## src/rtl/ads1292_frame_reader.sv

```systemverilog
`timescale 1ns/1ps
`default_nettype none
// ============================================================================
//  Module      : ads1292_frame_reader
//  Description : Reads one 72-bit RDATAC frame (status, CH1, CH2) from an
//                ADS1292 ECG front-end after each DRDY falling edge.
//                SPI mode 1 (CPOL=0, CPHA=1), MOSI held low.
//  Revision    : 1.0 - initial release
// ============================================================================
module ads1292_frame_reader #(
  parameter int SCLK_DIV = 8
) (
  input  logic        i_CLK,
  input  logic        i_RSTN,
  input  logic        i_ENABLE,
  input  logic        ADS1292_DRDY,
  input  logic        ADS1292_MISO,
  output logic        ADS1292_SCLK,
  output logic        ADS1292_CSN,
  output logic        ADS1292_MOSI,
  output logic [23:0] o_STATUS,
  output logic [23:0] o_CH1,
  output logic [23:0] o_CH2,
  output logic        o_VALID,
  output logic        o_BUSY,
  output logic        o_OVERRUN
);

  // Frame length is fixed by the device in RDATAC mode.
  localparam int         FRAME_BITS = 72;
  localparam logic [7:0] DIV_LAST   = 8'(SCLK_DIV - 1);
  localparam logic [6:0] BIT_LAST   = 7'(FRAME_BITS - 1);

  localparam logic [2:0] IDLE     = 3'd0;
  localparam logic [2:0] CS_SETUP = 3'd1;
  localparam logic [2:0] SHIFT    = 3'd2;
  localparam logic [2:0] CS_HOLD  = 3'd3;
  localparam logic [2:0] DONE     = 3'd4;

  logic [2:0]            state;
  logic [2:0]            next_state;
  logic                  drdy_meta;
  logic                  drdy_sync;
  logic                  drdy_prev;
  logic                  drdy_event;
  logic [7:0]            div_cnt;
  logic                  phase_low;
  logic [6:0]            bit_cnt;
  logic [FRAME_BITS-1:0] shift_reg;
  logic                  div_last;
  logic                  sclk_d;
  logic                  csn_d;
  logic                  valid_d;
  logic                  shift_fall;

  assign div_last     = (div_cnt == DIV_LAST);
  // A bit is captured in the cycle the pad clock is driven from high to low.
  assign shift_fall   = ADS1292_SCLK & ~sclk_d;
  assign ADS1292_MOSI = 1'b0;

  // DRDY synchronizer, edge history and registered falling-edge event.
  always_ff @(posedge i_CLK or negedge i_RSTN) begin
    if (!i_RSTN) begin
      drdy_meta  <= 1'b1;
      drdy_sync  <= 1'b1;
      drdy_prev  <= 1'b1;
      drdy_event <= 1'b0;
    end else begin
      drdy_meta  <= ADS1292_DRDY;
      drdy_sync  <= drdy_meta;
      drdy_prev  <= drdy_sync;
      drdy_event <= drdy_prev & ~drdy_sync;
    end
  end

  // FSM state register.
  always_ff @(posedge i_CLK or negedge i_RSTN) begin
    if (!i_RSTN) begin
      state <= IDLE;
    end else begin
      state <= next_state;
    end
  end

  // FSM next-state logic; events outside IDLE never start a frame.
  always_comb begin
    next_state = state;
    case (state)
      IDLE:     if (drdy_event && i_ENABLE) next_state = CS_SETUP;
      CS_SETUP: if (div_last) next_state = SHIFT;
      SHIFT:    if (div_last && phase_low && (bit_cnt == BIT_LAST)) next_state = CS_HOLD;
      CS_HOLD:  if (div_last) next_state = DONE;
      DONE:     next_state = IDLE;
      default:  next_state = IDLE;
    endcase
  end

  // FSM outputs; pad signals are registered one cycle behind the state.
  always_comb begin
    sclk_d  = (state == SHIFT) && !phase_low;
    csn_d   = (state == IDLE) || (state == DONE);
    valid_d = (state == DONE);
    o_BUSY  = (state != IDLE);
  end

  // Half-period divider, SCLK phase and bit counter; all restart on a state change.
  always_ff @(posedge i_CLK or negedge i_RSTN) begin
    if (!i_RSTN) begin
      div_cnt   <= 8'd0;
      phase_low <= 1'b0;
      bit_cnt   <= 7'd0;
    end else if (state != next_state) begin
      div_cnt   <= 8'd0;
      phase_low <= 1'b0;
      bit_cnt   <= 7'd0;
    end else if ((state == CS_SETUP) || (state == SHIFT) || (state == CS_HOLD)) begin
      if (div_last) begin
        div_cnt <= 8'd0;
        if (state == SHIFT) begin
          phase_low <= ~phase_low;
          if (phase_low) bit_cnt <= bit_cnt + 7'd1;
        end
      end else begin
        div_cnt <= div_cnt + 8'd1;
      end
    end
  end

  // Registered pad outputs and the data-valid pulse.
  always_ff @(posedge i_CLK or negedge i_RSTN) begin
    if (!i_RSTN) begin
      ADS1292_SCLK <= 1'b0;
      ADS1292_CSN  <= 1'b1;
      o_VALID      <= 1'b0;
    end else begin
      ADS1292_SCLK <= sclk_d;
      ADS1292_CSN  <= csn_d;
      o_VALID      <= valid_d;
    end
  end

  // MSB-first receive shift register; MISO is stable across the falling edge.
  always_ff @(posedge i_CLK or negedge i_RSTN) begin
    if (!i_RSTN) begin
      shift_reg <= '0;
    end else if (shift_fall) begin
      shift_reg <= {shift_reg[FRAME_BITS-2:0], ADS1292_MISO};
    end
  end

  // Output words only change on DONE, so a partial frame never appears.
  always_ff @(posedge i_CLK or negedge i_RSTN) begin
    if (!i_RSTN) begin
      o_STATUS <= 24'd0;
      o_CH1    <= 24'd0;
      o_CH2    <= 24'd0;
    end else if (valid_d) begin
      o_STATUS <= shift_reg[71:48];
      o_CH1    <= shift_reg[47:24];
      o_CH2    <= shift_reg[23:0];
    end
  end

  // Sticky overrun flag; disabling clears it and wins over a new event.
  always_ff @(posedge i_CLK or negedge i_RSTN) begin
    if (!i_RSTN) begin
      o_OVERRUN <= 1'b0;
    end else if (!i_ENABLE) begin
      o_OVERRUN <= 1'b0;
    end else if (drdy_event && (state != IDLE)) begin
      o_OVERRUN <= 1'b1;
    end
  end

endmodule
`default_nettype wire
```

## config.mk

```make
export PLATFORM = sky130hd
export DESIGN_NAME = ads1292_frame_reader
export DESIGN_NICKNAME = d
export VERILOG_FILES = /design/src/rtl/ads1292_frame_reader.sv
export SDC_FILE = /design/constraint.sdc
export NUM_CORES = 1
export LEC_CHECK = 0
export BUFFER_PORTS_ARGS = -buffer_cell sky130_fd_sc_hd__buf_2
export CAP_MARGIN = 40
export CORE_AREA = 2 2 119 121
export CTS_BUF_LIST = sky130_fd_sc_hd__clkbuf_2 sky130_fd_sc_hd__clkbuf_4 sky130_fd_sc_hd__clkbuf_8
export DETAILED_ROUTE_END_ITERATION = 10
export DIE_AREA = 0 0 121 123
export GPL_TIMING_DRIVEN = 0
export PLACE_DENSITY = 0.75
export SYNTH_ARGS = -nofsm -noshare
export SYNTH_HDL_FRONTEND = slang
export SYNTH_SLANG_ARGS = --single-unit
```

## constraint.sdc

```tcl
create_clock -name i_CLK -period 1.6 [get_ports i_CLK]
set_input_delay 0.16 -clock i_CLK [delete_from_list [all_inputs] [get_ports i_CLK]]
set_output_delay 0.16 -clock i_CLK [all_outputs]
set_load 0.01 [all_outputs]
```

Word level (Yosys, flattened, before mapping). Index checks and enable logic that the tools add are counted.

Register bits: 171. Input bits: 5. Output and inout port bits: 78. Logic and storage cells: 67.

Add/subtract/negate cells: 2. Equal/unequal tests: 8. Muxes and demuxes: 19. Bitwise gates (word level): 5. Reduce and logical (&&, ||, !) cells: 17.

Operators by type and width (number): 7-bit 2-to-1 mux (5); 8-bit 2-to-1 mux (3); 3-bit 2-to-1 mux (4); 3-bit one-hot mux with 4 select lines (1); 8-bit by 1-bit adder with 8-bit output, second input constant (1); 8-bit by 3-bit == test with 1-bit output, second input constant (1); 2-bit nonzero test (4); 7-bit by 1-bit adder with 7-bit output, second input constant (1); 7-bit == test, second input constant (1); 3-bit by 2-bit == test with 1-bit output, second input constant (2); 1-bit 2-to-1 mux (6); 1-bit logical AND (5); 4-bit AND reduction (1); 3-bit by 1-bit == test with 1-bit output, second input constant (1); 3-bit == test, second input constant (1); 3-bit logical NOT (1); 1-bit logical OR (3); 3-bit != test (1); 1-bit inverter (3); 3-bit AND reduction (1); 3-bit nonzero test (1); 1-bit AND (2); 2-bit by 1-bit != test with 1-bit output, second input constant (1); 1-bit logical NOT (1).

Logic depth before layout (Yosys ltp).
Depth in word-level cells: 8. Gate-level depth with buffers: 6. Gate-level depth less buffers: 5.

Least setup slack after synthesis. No wires, ideal clock.

Kind: reg-to-reg. From: register state[0]. To: register o_CH1[0]. Setup time: 125 ps. Data arrival time: 1641 ps. Data required time: 1475 ps. Setup slack: -166 ps. Cell stages (with the launch flop): 7. Path buffers: 2. Clock period less this slack: 1766 ps. Cell sequence: dfrtp_1 > or2_2 > inv_2 > and2_1 > buf_6 > buf_6 > mux2_2.

Longest elaborated chain between the ends: 1.

Ends and longest elaborated chain: start: declaration (RTL line 40) `logic [2:0] state;`; start signal: assignment (RTL line 81) `state <= next_state;`; 3-bit == test (RTL line 102) `valid_d = (state == DONE);`; end signal: assignment (RTL line 159) `o_CH1 <= shift_reg[47:24];`; end: declaration (RTL line 22) `output logic [23:0] o_CH1,`.

Every way passes these cells. A chain may end at the register's enable or synchronous reset.

Worst setup path after layout.
From: register div_cnt[1]. To: register bit_cnt[2].

Longest elaborated chain between the ends: 8. Elaborated cells between the ends (all ways): 14. Classes of those cells: eq/ne: 2; mux: 5; reduce/logical: 7.

Ends and longest elaborated chain: start: declaration (RTL line 46) `logic [7:0] div_cnt;`; start signal: assignment (RTL line 124) `div_cnt <= div_cnt + 8'd1;`; 8-bit by 3-bit == test with 1-bit output (*) (RTL line 56) `assign div_last = (div_cnt == DIV_LAST);`; 1-bit logical AND (2 in a row) (RTL line 91) `SHIFT: if (div_last && phase_low && (bit_cnt == BIT_LAST)) next_state = CS_HOLD;`; 3-bit 2-to-1 mux (RTL line 91); 3-bit one-hot mux with 4 select lines (RTL line 88) `case (state)`; 3-bit != test (RTL line 112) `end else if (state != next_state) begin`; 2-bit nonzero test (no line); 4-bit AND reduction (no line); end signal: assignment (RTL line 121) `if (phase_low) bit_cnt <= bit_cnt + 7'd1;`; end: declaration (RTL line 48) `logic [6:0] bit_cnt;`.

Mark *: on every way between the ends. The rest lies on a longest branch, timed or not.

==> run metrics <==
VDD IR-drop max roughly 0.00095 V; Final Setup Violations 157; final worst path period share 1.140; Post-Synth Simple-Gate Area 0.05750; WL per Instance around 19 um; clk_skew 0.01655 ns; Leak 4.732 nW; buffer levels on the longest clock path 2; I/O pins 83; commonest non-fill, non-tap cell in the layout dfrtp_1; die height 123 um; Synth Area in Adders 0.003722; CTS tree yes; clk slew on worst S/H paths 0.08 ns; total power 10.89 mW; RSZ-0062 raised after global routing true; DRT iter0 DRCs 194; max reg flops 72; worst path required time 1.92 ns; Total Negative Setup Slacks -18.14 ns; final instance area around 0.0091 mm^2; top achievable clock speed 548.3 MHz; Hold WC Path Type input port to asynchronous set/reset pin; final worst slack -0.2238 ns; pwr dens 1197 mW/mm^2; Synth Register Bits 171; drt via density between 5 and 6; DR vias 3999; core area 0.01361 mm^2; Worst-Skew Late Latency 0.45 ns; die area 0.01488 mm^2; largest net degree at the start of global routing 131; initial antenna violation count 0; Slew @ Worst Pin 0.6203 ns; max-slew violation count 0; XOR/XNOR Fraction of Synth Area 0.01303; YS warnings 0; CTS root buffer clkbuf_8; DRC viols 0; most frequent cells in the layout dfrtp_1, mux2_4, buf_2; placed cell area between 0.007 and 0.008 mm^2; Slew HR 0.5865; Crit path max-delay family simple AND/OR/NAND/NOR gates; slowest stage cell, crit path or4b_4; wire length of the first global-routing pass 21.40 mm; Syn Area/Cell roughly 16 um^2; Final Net Count 576; width of the die 121 um; Startpoint Class flip-flop; CP arrival 2.14 ns; failing checks setup timing; site row count 43; first drt pass iteration count 4; Final Non-Filler Cells 761; largest family of logic cells by synthesized area multiplexers; Placed Cells 688; GR Util All Layers 0.1886; Port Buffers 81; Area growth, synth to finish 35.26%; CTS sink count 171; CP Capture Type flip-flop; number of global-route vias before repair 4182; Worst Path Max Fanout 8; critical path type flip-flop to flip-flop; CP Buf/Inv Count 1; final wirelength ~14 mm; HPWL after DPL 8.039 mm; crit-path cells ha_4 > or4b_4 > buf_6 > nor2_4 > a21o_4 > nor2_1; Final Wtd Congestion ~0.80; Crit path largest cell delay 0.51 ns; antenna-violating nets left 0; Gate Count Post-Synth 426; post-synthesis mux area share 0.2426; ant diodes 0; total of max-cap violations 0; Synth Area in Compound Gates 0.01526; Starting Density 0.4940; H-tree Lvls 4; Final min period 1.824 ns; CTS buffer count 17; Mapped Nets 433; register area share after synthesis 0.6371; global route overflow 0; Synth Cell Area between 0.006 and 0.007 mm^2; status complete, but fails checks; Final Hold Fails 0; share of cells above drive strength 1 0.6059; Distinct cells, synth 50
[per-layer routing]
metal	track usage	vias up	routed length, um
li1	-	1794	-
met1	0.2426	2083	6323
met2	0.3044	103	7128
met3	0.04474	19	519
met4	0.08794	0	193
met5	0	-	0
[power by group]
group	internal, mW	total (mW)	switching, mW
logic	1.54	2.77	1.22
registers	4.67	5.07	0.402
clock network	1.61	3.05	1.44
[Yosys cell counts, drive strengths merged]
library cell / n / area share
a2111o: 1 / 0.0017
a211oi: 1 / 0.0011
a21o: 1 / 0.0011
a21oi: 4 / 0.0030
a2bb2oi: 1 / 0.0013
a31oi: 1 / 0.00093
and2: 1 / 0.00093
and3: 2 / 0.0020
and4: 2 / 0.0028
buf: 17 / 0.027
clkbuf: 1 / 0.00056
conb: 1 / 0.00056
dfrtp: 167 / 0.62
dfstp: 4 / 0.016
ha: 2 / 0.0037
inv: 4 / 0.0022
mux2: 144 / 0.24
mux2i: 1 / 0.0015
nand2: 8 / 0.0045
nand2b: 2 / 0.0019
nand3: 6 / 0.0052
nand4: 4 / 0.0037
nand4bb: 1 / 0.0017
nor2: 14 / 0.0078
nor2b: 2 / 0.0019
nor3: 2 / 0.0015
nor3b: 2 / 0.0030
nor4: 4 / 0.0078
nor4b: 1 / 0.0022
o211ai: 1 / 0.0011
o21ai: 2 / 0.0015
o21bai: 1 / 0.0011
o31ai: 1 / 0.0011
o41ai: 1 / 0.0013
or2: 1 / 0.00093
or3: 3 / 0.0030
or3b: 1 / 0.0013
or4: 3 / 0.0033
or4b: 1 / 0.0020
xnor2: 4 / 0.0052
xor2: 6 / 0.0078
[cell families after synthesis]
kind of cell | count (synthesis)
compound gates | 15
xor+xnor | 10
fa+ha+maj | 2
buf+inv | 22
flops | 171
mux | 145
other cells | 1
simple gates | 60
[cell type report]
cell class / count / area (um^2)
clock buffers: 25 / 319.1
clock inverters: 6 / 86.33
flip-flops and latches: 171 / 4292
well taps: 180 / 225.2
repair buffers: 126 / 1071
inverters: 4 / 17.52
multi-input cells: 233 / 2791
fillers: 905 / 4517
plain buffers: 16 / 292.8
[worst reg2reg max path: stages (launching register included)]
cell     delay, ns
dfrtp_1       0.42
ha_4          0.18
or4b_4        0.51
buf_6         0.15
nor2_4        0.14
a21o_4        0.22
nor2_1        0.08
[what timing repair did]
action                                  4_1_cts  5_1_grt
endpoints found under the setup margin      157      160
cloned                                        7        7
hold buffers                                  4        0
pin swaps                                     7       15
resized for setup                            53       76
endpoints found under the hold margin        44        0
buffers inserted                             22        8
[path summary, 6_finish.rpt]
| kind | cells after the start | end | start | slack [ns] |
|---|---|---|---|---|
| worst max-delay path | 6 | bit_cnt[2]$_DFFE_PN0P_ | div_cnt[1]$_DFFE_PN0P_ | -0.22 |
| worst min-delay path | 2 | o_CH1[14]$_DFFE_PN0P_ | i_RSTN | 0.18 |
| worst max register to register | 6 | bit_cnt[2]$_DFFE_PN0P_ | div_cnt[1]$_DFFE_PN0P_ | -0.22 |
| worst min register to register | 0 | drdy_sync$_DFF_PN1_ | drdy_meta$_DFF_PN1_ | 0.37 |
| max in group asynchronous | 3 | state[1]$_DFF_PN0_ | i_RSTN | 0.49 |
| min in group i_CLK | 2 | drdy_meta$_DFF_PN1_ | ADS1292_DRDY | 0.36 |
[through the flow]
stage	hold WS (ns)	worst slack (ns)	utilization
floorplan	-0.1356	-0.06828	-
CTS	0.1598	-0.2100	0.6375
global route	0.1876	-0.2596	0.6682
global placement	0.2685	-2.061	0.5593
finish	0.1835	-0.2238	0.6682
detailed placement	0.06433	-0.3102	0.5621
No activity file was read; power rests on OpenSTA's default activity.
